File: src/rtl/reg_bus_arbiter_pkg.sv
// reg_arb_pkg: shared state encoding and constants for the register-bus arbiter
package reg_arb_pkg;
  localparam int GNT_W = 3;
  localparam logic [31:0] ERR_DATA_DEF = 32'hDEADBEEF;
  typedef enum logic [2:0] {IDLE, WR, RD_ISSUE, RD_WAIT, DONE, GAP} state_t;
endpackage

File: src/rtl/reg_bus_arbiter_rr_pick.sv
// rr_pick: combinational round-robin picker, first requester after last grant
module rr_pick
  import reg_arb_pkg::*;
#(
  parameter int N_MST = 3
) (
  input  logic [N_MST-1:0] req,
  input  logic [GNT_W-1:0] last,
  output logic [GNT_W-1:0] gnt_id,
  output logic             gnt_vld
);
  // descending offsets so the nearest requester after last is assigned last and wins
  always_comb begin
    gnt_id = '0;
    gnt_vld = 1'b0;
    for (int k = N_MST; k >= 1; k--)
      for (int i = 0; i < N_MST; i++)
        if (req[i] && i == (int'(last) + k) % N_MST) begin
          gnt_id = GNT_W'(i);
          gnt_vld = 1'b1;
        end
  end
endmodule

File: src/rtl/reg_bus_arbiter.sv
// reg_bus_arbiter: round-robin sharing of one register-bus slave among N_MST masters,
// one transaction at a time, with read timeout and a post-transaction gap cycle.
module reg_bus_arbiter
  import reg_arb_pkg::*;
#(
  parameter int          N_MST    = 3,
  parameter int          AW       = 8,
  parameter int          TIMEOUT  = 64,
  parameter logic [31:0] ERR_DATA = ERR_DATA_DEF
) (
  input  logic                CLK,
  input  logic                RST,
  input  logic [N_MST-1:0]    M_REQ,
  input  logic [N_MST-1:0]    M_WR,
  input  logic [N_MST*AW-1:0] M_ADR,
  input  logic [N_MST*32-1:0] M_WDAT,
  output logic [N_MST-1:0]    M_ACK,
  output logic [31:0]         M_RDAT,
  output logic                M_ERR,
  output logic                S_WREN,
  output logic [AW-1:0]       S_WADR,
  output logic [31:0]         S_WDAT,
  output logic                S_RDEN,
  output logic [AW-1:0]       S_RADR,
  input  logic [31:0]         S_RDAT,
  input  logic                S_RVLD,
  output logic                BUSY,
  output logic [GNT_W-1:0]    GNT_ID
);
  localparam int CW = $clog2(TIMEOUT);
  state_t state;
  logic [GNT_W-1:0] last, pick_id;
  logic pick_vld, pick_wr;
  logic [AW-1:0] pick_adr;
  logic [31:0] pick_wdat;
  logic [N_MST-1:0] pick_oh, gnt_oh;
  logic [CW-1:0] cnt;
  rr_pick #(.N_MST(N_MST)) u_pick (
    .req    (M_REQ),
    .last   (last),
    .gnt_id (pick_id),
    .gnt_vld(pick_vld)
  );
  always_comb begin
    pick_wr = 1'b0;
    pick_adr = '0;
    pick_wdat = '0;
    pick_oh = '0;
    gnt_oh = '0;
    for (int i = 0; i < N_MST; i++) begin
      if (pick_id == GNT_W'(i)) begin
        pick_wr = M_WR[i];
        pick_adr = M_ADR[i*AW +: AW];
        pick_wdat = M_WDAT[i*32 +: 32];
        pick_oh[i] = 1'b1;
      end
      gnt_oh[i] = GNT_ID == GNT_W'(i);
    end
  end
  // outputs are set on entry to a state so they are visible during that state
  always_ff @(posedge CLK)
    if (RST) begin
      state <= IDLE;
      last <= GNT_W'(N_MST - 1);
      GNT_ID <= '0;
      cnt <= '0;
      BUSY <= 1'b0;
      M_ACK <= '0;
      M_RDAT <= '0;
      M_ERR <= 1'b0;
      S_WREN <= 1'b0;
      S_WADR <= '0;
      S_WDAT <= '0;
      S_RDEN <= 1'b0;
      S_RADR <= '0;
    end else begin
      M_ACK <= '0;
      M_RDAT <= '0;
      M_ERR <= 1'b0;
      S_WREN <= 1'b0;
      S_RDEN <= 1'b0;
      case (state)
        IDLE: if (pick_vld) begin
          last <= pick_id;
          GNT_ID <= pick_id;
          BUSY <= 1'b1;
          if (pick_wr) begin
            state <= WR;
            S_WREN <= 1'b1;
            S_WADR <= pick_adr;
            S_WDAT <= pick_wdat;
            M_ACK <= pick_oh;
          end else begin
            state <= RD_ISSUE;
            S_RDEN <= 1'b1;
            S_RADR <= pick_adr;
          end
        end
        WR: state <= GAP;
        RD_ISSUE: begin
          state <= RD_WAIT;
          cnt <= '0;
        end
        RD_WAIT: begin
          cnt <= cnt + 1'b1;
          if (S_RVLD || cnt == CW'(TIMEOUT - 1)) begin
            state <= DONE;
            M_ACK <= gnt_oh;
            M_RDAT <= S_RVLD ? S_RDAT : ERR_DATA;
            M_ERR <= !S_RVLD;
          end
        end
        DONE: state <= GAP;
        GAP: begin
          state <= IDLE;
          BUSY <= 1'b0;
        end
        default: state <= IDLE;
      endcase
    end
endmodule

File: config.mk
export PLATFORM = sky130hd
export DESIGN_NAME = reg_bus_arbiter
export DESIGN_NICKNAME = d
export VERILOG_FILES = /design/src/rtl/reg_bus_arbiter_pkg.sv /design/src/rtl/reg_bus_arbiter_rr_pick.sv /design/src/rtl/reg_bus_arbiter.sv
export SDC_FILE = /design/constraint.sdc
export NUM_CORES = 1
export LEC_CHECK = 0
export CAP_MARGIN = 25
export CORE_ASPECT_RATIO = 0.6
export CORE_MARGIN = 1.5
export CORE_UTILIZATION = 36
export DETAILED_ROUTE_END_ITERATION = 10
export PLACE_DENSITY = 0.83
export RECOVER_POWER = 100
export SYNTH_ARGS = -nofsm -noshare
export SYNTH_HDL_FRONTEND = slang
export SYNTH_SLANG_ARGS = --single-unit
File: constraint.sdc
create_clock -name CLK -period 3.95 [get_ports CLK]
set_input_delay 0.79 -clock CLK [delete_from_list [all_inputs] [get_ports CLK]]
set_output_delay 0.79 -clock CLK [all_outputs]
set_load 0.01 [all_outputs]
## Yosys cells after proc, flatten, opt, wreduce, memory -nomap -nowiden

Cells that the tools add are included.

| word-level totals | value |
|---|---|
| word-level logic and storage cells | 116 |
| bits of input ports | 161 |
| output and inout port bits | 90 |
| flip-flop bits (word level) | 102 |

| operators by class | value |
|---|---|
| multiplexer cells | 43 |
| bitwise logic cells | 6 |
| reduce and logical (&&, ||, !) cells | 28 |
| $add $sub $neg | 4 |
| equality and inequality tests | 18 |
| divide/modulo/power cells | 3 |

Operator list:

| kind | number |
|---|---|
| two-way mux 32 bit | 4 |
| equality test 2 x 32 -> 1 bit, first input constant | 3 |
| equality test 3 x 32 -> 1 bit, first input constant | 3 |
| zero test 32 bit | 3 |
| modulo 32 x 3 -> 32 bit, second input constant | 3 |
| two-way mux 8 bit | 3 |
| two-way mux 1 bit | 19 |
| two-way mux 2 bit | 8 |
| two-way mux 3 bit | 5 |
| equality test 3 x 2 -> 1 bit, second input constant | 4 |
| case mux 3 bit (4 select lines) | 1 |
| case mux 6 bit (2 select lines) | 1 |
| equality test 3 x 1 -> 1 bit, second input constant | 3 |
| logical AND 1 bit | 9 |
| zero test 3 bit | 3 |
| adder 3 x 2 -> 4 bit, second input constant | 2 |
| adder 6 x 1 -> 6 bit, second input constant | 1 |
| equality test 3 bit, second input constant | 2 |
| equality test 6 bit, second input constant | 1 |
| NOT 1 bit | 6 |
| case mux 3 bit (2 select lines) | 1 |
| AND reduction 2 bit | 3 |
| AND reduction 3 bit | 2 |
| OR reduction 3 bit | 2 |
| other kinds (8) | 10 |

## Longest topological paths before layout

| logic depth | value |
|---|---|
| word-level depth | 19 |
| depth in mapped cells | 10 |
| depth with buffers taken out | 7 |

## Hierarchy

Synthesis repeated with hierarchy kept, for this count alone.

| second synthesis, totals | value |
|---|---|
| cells, all modules | 771 |
| area total of the unflattened synthesis | 6271.0 um^2 |

By module, submodules not included:

| module | instances | cells an instance | seq. area each (um^2) | area each (um^2) |
|---|---|---|---|---|
| reg_bus_arbiter | 1 | 544 | 2001.9 | 4679.5 |
| rr_pick | 1 | 227 | 0.0 | 1591.5 |

## Worst setup path after synthesis

OpenSTA, ideal clock, no wires.

| path | value |
|---|---|
| path type | register -> register |
| from | register last[0] |
| to | register S_WADR[0] |
| buffers on the path | 3 |
| clock period less this slack | 2490 ps |
| setup time | 135 ps |
| cell stages (with the launch flop) | 11 |
| data required time | 3815 ps |
| arrival | 2355 ps |
| slack | 1460 ps |
| cell sequence | dfxtp_1 inv_1 ha_1 or3_4 and4_4 buf_6 a22o_4 buf_6 buf_2 o211ai_2 o211ai_1 |

| on the way | value |
|---|---|
| word-level cells in the longest chain between the ends | 17 |
| elaborated cells on any way between the ends | 51 |
| those cells by class | 3 x add/sub; 3 x div; 8 x eq/ne; 23 x mux; 14 x reduce/logical |

Ends and longest elaborated chain:

| what | line | text |
|---|---|---|
| from (decl) | reg_bus_arbiter.sv:32 | `logic [GNT_W-1:0] last, pick_id;` |
| from (signal assigned) | reg_bus_arbiter.sv:64 | `last <= GNT_W'(N_MST - 1);` |
| from (signal assigned) | reg_bus_arbiter.sv:84 | `last <= pick_id;` |
| adder 3 x 2 -> 4 bit | reg_bus_arbiter_rr_pick.sv:18 | `if (req[i] && i == (int'(last) + k) % N_MST) begin` |
| modulo 32 x 3 -> 32 bit | reg_bus_arbiter_rr_pick.sv:18 |  |
| equality test 2 x 32 -> 1 bit | reg_bus_arbiter_rr_pick.sv:18 |  |
| logical AND 1 bit | reg_bus_arbiter_rr_pick.sv:18 |  |
| two-way mux 1 bit | reg_bus_arbiter_rr_pick.sv:18 |  |
| two-way mux 2 bit (7 in series) | reg_bus_arbiter_rr_pick.sv:18 |  |
| zero test 3 bit | reg_bus_arbiter.sv:51 | `if (pick_id == GNT_W'(i)) begin` |
| two-way mux 1 bit (3 in series) | reg_bus_arbiter.sv:51 |  |
| AND reduction 3 bit (no source line) | n/a |  |
| to (signal assigned) | reg_bus_arbiter.sv:90 | `S_WADR <= pick_adr;` |
| to (decl) | reg_bus_arbiter.sv:21 | `output logic [AW-1:0] S_WADR,` |

Several ways; a longest one is shown, not always the timed one.
A chain may end at the register's enable or synchronous reset.

## Worst setup path in the final report

| path | value |
|---|---|
| from | input port M_REQ[2] |
| to | register S_WDAT[31] |

| on the way | value |
|---|---|
| word-level cells in the longest chain between the ends | 13 |
| elaborated cells on any way between the ends | 27 |
| those cells by class | 2 x eq/ne; 20 x mux; 5 x reduce/logical |

Ends and longest elaborated chain:

| what | line | text |
|---|---|---|
| from (decl) | reg_bus_arbiter.sv:13 | `input logic [N_MST-1:0] M_REQ,` |
| logical AND 1 bit | reg_bus_arbiter_rr_pick.sv:18 |  |
| two-way mux 2 bit (7 in series) | reg_bus_arbiter_rr_pick.sv:18 |  |
| zero test 3 bit | reg_bus_arbiter.sv:51 |  |
| two-way mux 1 bit (3 in series) | reg_bus_arbiter.sv:51 |  |
| AND reduction 3 bit (no source line) | n/a |  |
| to (signal assigned) | reg_bus_arbiter.sv:91 | `S_WDAT <= pick_wdat;` |
| to (decl) | reg_bus_arbiter.sv:22 | `output logic [31:0] S_WDAT,` |

Several ways; a longest one is shown, not always the timed one.

==> results.json <==
{
  "final.period_utilization_pct": 80.0,
  "num-fill-cells": 1130,
  "detail_route.wl_per_cell_um": 15.6,
  "most_common_cell_after_layout_fill_and_taps_aside": "clkdlybuf4s50_1",
  "drv.max_cap_violation_count": 0,
  "endpoint_kind": "flop",
  "worstSkewPairLatency_ps": 340,
  "layout_common_cells": "clkdlybuf4s50_1, dfxtp_1, dlygate4sd3_1, nand2_1, mux2i_1",
  "timing.final.setup_violations": 0,
  "initial_core_util_pct": 36.9,
  "crit_path_start": "M_REQ[2]",
  "critical_path_class": "in2reg",
  "cts_hold_repair.buffers": 0,
  "timing_hold_violations_final": 0,
  "hold_path.class": "reg2reg",
  "hold_start": "S_WDAT[16]",
  "drv_slew": 0,
  "numPortBuffers": 249,
  "worst_slew_margin_rel_pct": 28.4,
  "synth_seq_area_share_pct": 41.9,
  "final_area_um2": 7630,
  "layout.nets": 929,
  "mean_instance_size_in_the_synthesized_netlist_um2": 8.73,
  "fp.dieArea_um2": 13800,
  "final.setup.tns_ps": 0,
  "cts_resized": 0,
  "worstPathMaxFanout": 34,
  "synth_nets": 705,
  "first_iter_violations": 218,
  "finClkSkew_ps": 11.9,
  "viasPerCell": 5.05,
  "detail_route.wirelength_mm": 14.6,
  "placement.cell_area_um2": 7330,
  "cts.sink_count": 99,
  "cell_row_count": 32,
  "io-pin-count": 251,
  "worstMarginPinSlew_ps": 1070,
  "yosys_register_bits": 99,
  "irDropWorstVdd_uv": 264,
  "postCtsSetupRepairBufs": 0,
  "dominantRegCellSynth": "dfxtp_1",
  "outcome": "finished clean",
  "postSynthCellCount": 541,
  "cts_tree": "yes",
  "diodes": 0,
  "globalRouteOverflowTotal": 0,
  "final.min_clock_period_ps": 3160,
  "area_growth_syn_to_layout_pct": 61.5,
  "placeableCoreArea_um2": 12800,
  "gpl.final_weighted_congestion": 0.797,
  "worstReg2RegStart": "last[0]",
  "cts_made_buffers": 9,
  "worstSetupStartpointType": "input pin",
  "detail_route.drc_violations": 0,
  "postLayoutSetupSlackWorst_ps": 791,
  "place_worst_setup_slack_ps": 650,
  "pwr_density_cell_nw_per_um2": 554,
  "total_number_of_vias": 4749,
  "worstPathRequired_ps": 4210,
  "number_of_enable_type_register_cells_in_the_synthesized_netlist": 0,
  "synth_cell_type_count": 48,
  "cts_htree_levels": 3,
  "largest_net_degree_at_the_start_of_global_routing": 43,
  "ratio_of_cells_with_drive_above_1_in_the_final_layout_pct": 4.03,
  "clk_path_buf_depth": 2,
  "ys_warn_count": 0,
  "cts.root.buffer_cell": "clkbuf_16",
  "antenna_found_initial": 0,
  "fmax_mhz": 317,
  "global_route_wire_length_before_repair_mm": 23.1,
  "worst_setup_hold_path_clk_slew_ps": 70,
  "synth-async-reset-ratio_pct": 0,
  "finalCoreUtilization_pct": 59.5,
  "arr_time_crit_path_ps": 3420,
  "rsz_0062_raised_after_global_routing": "false",
  "drtAntennaViolNets": 0,
  "synthesis.area_um2": 4720,
  "chipHeight_um": 91.7,
  "firstDrtPassIters": 4,
  "chipWidth_um": 151,
  "power_leakage_uw": 0.00343,
  "detailed_place_hpwl_mm": 11.1,
  "global_route.usage.total_pct": 21.2,
  "first_global_vias": 4353
}
metal layers:
metal / track usage [%] / routed length [um]
met1: 29.3 / 6740
met2: 33.0 / 6540
met3: 5.82 / 1260
met4: 4.05 / 97
met5: 0 / 0
area by class of cell:
class	count	area [um^2]	share of cell area (%)
clock buffer	9	225	2.95
clock inverter	7	96.3	1.26
inverter	40	150	1.97
multi-input combinational	355	2390	31.3
sequential	99	1980	26.0
tap	170	213	2.79
timing repair buffer	260	2580	33.8
power breakdown:
part           leakage [uW]  switching [uW]  internal (uW)
Sequential         0.000804             159           1230
Combinational       0.00247             986            922
Clock              0.000154             416            511
state kept, by name, indices dropped and copies added (netlist names):
name / flops
last: 2
GNT_ID: 1
S_RDEN: 1
M_ACK: 3
S_WREN: 1
S_WDAT: 32
M_RDAT: 32
S_RADR: 8
BUSY: 1
M_ERR: 1
S_WADR: 8
state: 3
cnt: 6
metrics by stage:
step | hold WS, ps | cells | power (uW)
6_report | 455 | 940 | 4230
5_1_grt | 472 | 940 | 4500
4_1_cts | 462 | 940 | 4370
3_5_place_dp | 454 | 924 | 3430
3_3_place_gp | 444 | 924 | 3400
2_1_floorplan | 448 | 541 | 2550
cell families (layout without fill, tap and decap cells):
group	count (synthesis)	in the layout	synth area share [%]
simple gates	124	124	13.3
buf+inv	87	316	7.87
flops	99	99	41.9
xor+xnor	1	1	0.185
mux	48	48	10.2
fa+ha+maj	3	3	0.795
other cells	1	1	0.0794
compound gates	178	178	25.7
path summary, 6_finish.rpt:
path | end | slack, ps | depth (start not counted)
setup / recovery | S_WDAT[31] | 790 | 7
hold / removal | S_WDAT[16] | 450 | 2
hold reg to reg | S_WDAT[16] | 450 | 2
setup reg to reg | S_WDAT[31] | 1040 | 8
critical path: stages:
cell	delay, ps
dlygate4sd3_1	620
nand2_1	290
and4_4	440
a22o_4	390
o21ai_0	330
buf_12	290
mux2i_1	230
synthesized netlist by cell type (all sizes together) (11+ instances only):
cell	number	area [um^2]
nor2	19	71.3
nand2	52	195
inv	40	150
a22o	33	298
a21boi	33	248
dfxtp	99	1980
and2	12	75.1
o21ai	44	220
nand3	11	55.1
mux2i	48	480
a21oi	38	190
clkbuf	35	131
buf	12	90.1
Power figures use the tool's default switching activity.
